$ cat config.mk
export PLATFORM = sky130hd
export DESIGN_NAME = spi_master
export DESIGN_NICKNAME = d
export VERILOG_FILES = /design/src/rtl/spi_master.sv
export SDC_FILE = /design/constraint.sdc
export NUM_CORES = 1
export LEC_CHECK = 0
export ABC_AREA = 1
export CORE_MARGIN = 2
export CORE_UTILIZATION = 40
export DETAILED_ROUTE_END_ITERATION = 6
export HOLD_SLACK_MARGIN = 0.02
export SKIP_LAST_GASP = 1
export SLEW_MARGIN = 20
export SYNTH_ARGS = -nofsm -noshare
export SYNTH_HDL_FRONTEND = slang
export SYNTH_SLANG_ARGS = --single-unit
$ cat constraint.sdc
create_clock -name clk -period 5.4 [get_ports clk]
set_input_delay 1.08 -clock clk [delete_from_list [all_inputs] [get_ports clk]]
set_output_delay 1.08 -clock clk [all_outputs]
set_load 0.03 [all_outputs]
$ cat src/rtl/spi_master.sv
// Single-byte SPI master supporting modes 0-3 with a programmable sclk half-period.
// All outputs come straight from flops; sclk idles at CPOL and returns there after 16 toggles.
module spi_master #(
  parameter int unsigned CLK_DIV = 2
) (
  input  logic       clk,
  input  logic       reset,
  input  logic       start,
  input  logic [1:0] mode,
  input  logic [7:0] tx_data,
  input  logic       miso,
  output logic       sclk,
  output logic       mosi,
  output logic       cs,
  output logic       busy,
  output logic       done,
  output logic [7:0] rx_data
);

  localparam logic [7:0] DivReload = 8'(CLK_DIV - 1);

  typedef enum logic [1:0] {StIdle, StSetup, StTransfer, StHold} state_e;

  state_e     r_state;
  logic [7:0] r_cnt;
  logic [4:0] r_tog;
  logic       r_cpha;
  logic [7:0] r_tx;
  logic [7:0] r_rx;
  logic       r_sclk;
  logic       r_mosi;
  logic       r_cs;
  logic       r_busy;
  logic       r_done;
  logic [7:0] r_rx_data;

  logic       w_tick;
  logic [4:0] w_tog_next;
  logic       w_sample;

  assign w_tick     = (r_cnt == 8'd0);
  assign w_tog_next = r_tog + 5'd1;
  // Odd toggles are leading edges; CPHA selects whether leading edges sample or drive.
  assign w_sample   = w_tog_next[0] ^ r_cpha;

  always_ff @(posedge clk or posedge reset) begin
    if (reset) begin
      r_state   <= StIdle;
      r_cnt     <= 8'd0;
      r_tog     <= 5'd0;
      r_cpha    <= 1'b0;
      r_tx      <= 8'h00;
      r_rx      <= 8'h00;
      r_sclk    <= 1'b0;
      r_mosi    <= 1'b0;
      r_cs      <= 1'b1;
      r_busy    <= 1'b0;
      r_done    <= 1'b0;
      r_rx_data <= 8'h00;
    end else begin
      r_done <= 1'b0;
      unique case (r_state)
        StIdle: begin
          r_sclk <= mode[1];
          if (start) begin
            r_state <= StSetup;
            r_cpha  <= mode[0];
            r_cs    <= 1'b0;
            r_busy  <= 1'b1;
            r_cnt   <= DivReload;
            r_tog   <= 5'd0;
            r_rx    <= 8'h00;
            if (!mode[0]) begin
              r_mosi <= tx_data[7];
              r_tx   <= {tx_data[6:0], 1'b0};
            end else begin
              r_tx   <= tx_data;
            end
          end
        end
        StSetup, StTransfer: begin
          if (w_tick) begin
            r_cnt  <= DivReload;
            r_tog  <= w_tog_next;
            r_sclk <= ~r_sclk;
            if (w_sample) begin
              r_rx <= {r_rx[6:0], miso};
            end else if (w_tog_next != 5'd16) begin
              r_mosi <= r_tx[7];
              r_tx   <= {r_tx[6:0], 1'b0};
            end
            r_state <= (w_tog_next == 5'd16) ? StHold : StTransfer;
          end else begin
            r_cnt <= r_cnt - 8'd1;
          end
        end
        StHold: begin
          if (w_tick) begin
            r_state   <= StIdle;
            r_cs      <= 1'b1;
            r_busy    <= 1'b0;
            r_done    <= 1'b1;
            r_rx_data <= r_rx;
          end else begin
            r_cnt <= r_cnt - 8'd1;
          end
        end
        default: r_state <= StIdle;
      endcase
    end
  end

  assign sclk    = r_sclk;
  assign mosi    = r_mosi;
  assign cs      = r_cs;
  assign busy    = r_busy;
  assign done    = r_done;
  assign rx_data = r_rx_data;

endmodule
==> out/qor.txt <==
status -> complete, no violations
Initial Util -> 0.408
PortBufs -> 26
synth warn -> 0
hold_buf cts -> 0
Total Routing Usage GR -> 0.161
post-synthesis cell area -> 0.00237 mm²
Post-synth EDFFs -> 0
die area -> 0.00657 mm²
DRC viols -> 0
vias per cell -> 4.75
Worst Hold Class -> flip-flop to flip-flop
Final min period -> 2.60 ns
reg2reg start -> r_state[1]$_DFFE_PP0P_
crit path from -> cs$_DFFE_PP1P_
Mapped Cells -> 300
DR iter-0 viols -> 90
largest net degree at the start of global routing -> 46
post-route clock period utilization -> 0.482
Arrival @ worst endpoint -> 1.52 ns
CORE AREA -> 0.00582 mm²
CTS tree -> done
required time of the critical path -> 4.32 ns
WHS -> 0.481 ns
CP startpoint kind -> flip-flop
sw frac -> 0.470
post-synthesis sequential area ratio -> 0.475
Cells after DPL -> 396
total power -> 1680 µW
clk_lat worst skew -> 0.30 ns
Int Power -> 890 µW
WP buf/inv -> 1
Clock power frac -> 0.153
max incr delay on CP -> 0.69 ns
Area contributors post-synth -> dfrtp_1, nand2_1, inv_1, o21ai_0, nor2_1
flop-to-flop setup slack -> 3.06 ns
# diodes -> 0
slowest CP cell -> clkdlybuf4s50_1
Worst Setup End Kind -> output port
Flop pwr share -> 0.305
max-slew violation count -> 0
Logic pwr share -> 0.542
Max-slew headroom -> 0.367
Setup Skew -> 0.00869 ns
Least-Margin Pin Slew -> 0.948 ns
maximum VDD drop -> 0.290 mV
post-synth top area cell -> dfrtp_1
clk slew on worst S/H paths -> 0.09 ns
max_cap viols -> 0
area grow syn2layout -> 18.9%
Die Y-Extent -> 81.1 µm
Hold Vio Cnt, Final -> 0
R2R depth -> 9
# setup viols final -> 0
Total Wirelength -> 4.60 mm
clk buf depth -> 2
Util after Layout -> 0.486
Max FO, Critical Path -> 2
Num CTS Buffers -> 5
maximum clock frequency -> 384 MHz
ANT nets after route -> 0
crit-path leading delay family -> buffers and inverters
H-tree depth -> 2
FF+latch count, synth -> 45
via count -> 1917
worst hold start -> r_tx[1]$_DFFE_PP0P_
root buf cell -> clkbuf_8
ys flop type -> dfrtp_1
grt total ovfl -> 0
average wire per standard cell -> 11.4 µm
Synthesized Nets -> 321
DIE WIDTH -> 81.1 µm
commonest cells after routing, fill and taps aside -> nand2_1, dfrtp_1, inv_1
PostCTS Resize Cnt -> 0
area fraction of the dominant cell type after synthesis -> 0.464
RR Endpoint -> r_tx[2]$_DFFE_PP0P_
RD Place Congestion -> 0.791
Post-synth ARST share -> 1.00
# rows -> 28
HPWL Detailed -> 3.35 mm
crit path kind -> flip-flop to output port
fin cells -> 404
first-pass GRT wire length -> 8.19 mm
cell leakage power -> 0.00136 µW
Cell Pwr Density -> 595 mW/mm²
Syn Area/Cell -> 7.92 µm²
unrepaired setup endpoints after global routing -> no
vias in the first global route -> 1821
worst hold path stage count -> 2
Sw Pwr -> 791 µW
initial antenna violation count -> 0
total iterations of the first detailed-routing run -> 5
Synth cell types -> 29
commonest non-fill, non-tap cell in the layout -> nand2_1
CTS sink count -> 45
Final nets -> 349
Hold Path End -> r_tx[1]$_DFFE_PP0P_
Total Negative Setup Slacks -> 0 ns
post-CTS setup buffers -> 0
critical path cell sequence -> clkdlybuf4s50_1
share of cells above drive strength 1 -> 0.0790
IO Pins -> 27
sequential cells by signal, indices dropped and copies added, names as in the netlist:
signal	cells
r_cnt	8
r_rx	8
r_tx	8
rx_data	8
r_tog	5
r_state	2
busy	1
cs	1
done	1
mosi	1
r_cpha	1
sclk	1
kinds of logic (layout without fill, tap and decap cells):
group           count (synthesis)  count (layout)  share of synthesized area
fa+ha+maj                       7               7                     0.0369
compound gates                 46              46                      0.109
buf+inv                        40              69                     0.0637
flops                          45              45                      0.475
xor+xnor                        2               2                    0.00738
mux                             1               1                    0.00422
simple gates                  159             159                      0.305
through the flow:
stage	worst slack, ns	instance area [µm²]
finish	2.80	2820
detailed placement	2.74	2710
global placement	2.82	2710
CTS	2.78	2820
floorplan	3.26	2370
global route	2.75	2820
power by group through the flow:
| stage | clock network [µW] | logic (µW) | registers [µW] |
|---|---|---|---|
| 2_1_floorplan | 0 | 673 | 550 |
| 3_3_place_gp | 0 | 913 | 518 |
| 3_5_place_dp | 0 | 920 | 518 |
| 4_1_cts | 269 | 921 | 514 |
| 5_1_grt | 283 | 1040 | 527 |
| 6_report | 257 | 912 | 513 |
Yosys cell counts, types with 3 or more instances:
| library cell | n |
|---|---|
| nand4_1 | 3 |
| dfrtp_1 | 44 |
| ha_1 | 7 |
| nand2_4 | 6 |
| nand3_1 | 13 |
| clkbuf_1 | 4 |
| o21ai_1 | 8 |
| o21ai_0 | 23 |
| a31oi_1 | 7 |
| a21oi_1 | 4 |
| nor2_1 | 26 |
| nand2_1 | 102 |
| inv_1 | 33 |
how the worst max path moves through the flow:
stage	cells after the start	end	slack [ns]
floorplan	1	busy$_DFFE_PP0P_	3.26
global placement	8	r_cnt[5]$_DFFE_PP0P_	2.82
detailed placement	8	r_cnt[7]$_DFFE_PP0P_	2.74
CTS	1	cs	2.78
global route	1	cs	2.75
finish	1	cs	2.80
routing by layer:
layer	share of wire	GRT usage
met5	0	0
met4	0.014	0.0542
met3	0.037	0.0367
met2	0.46	0.260
met1	0.49	0.214
final cells by class:
type | count | area (µm²)
clock buffer | 5 | 68.8
clock inverter | 3 | 46.3
fill | 585 | 2990
inverter | 35 | 131
multi-input combinational | 215 | 1100
sequential | 45 | 1130
tap | 75 | 93.8
timing repair buffer | 26 | 260
No activity file was read; power rests on OpenSTA's default activity.
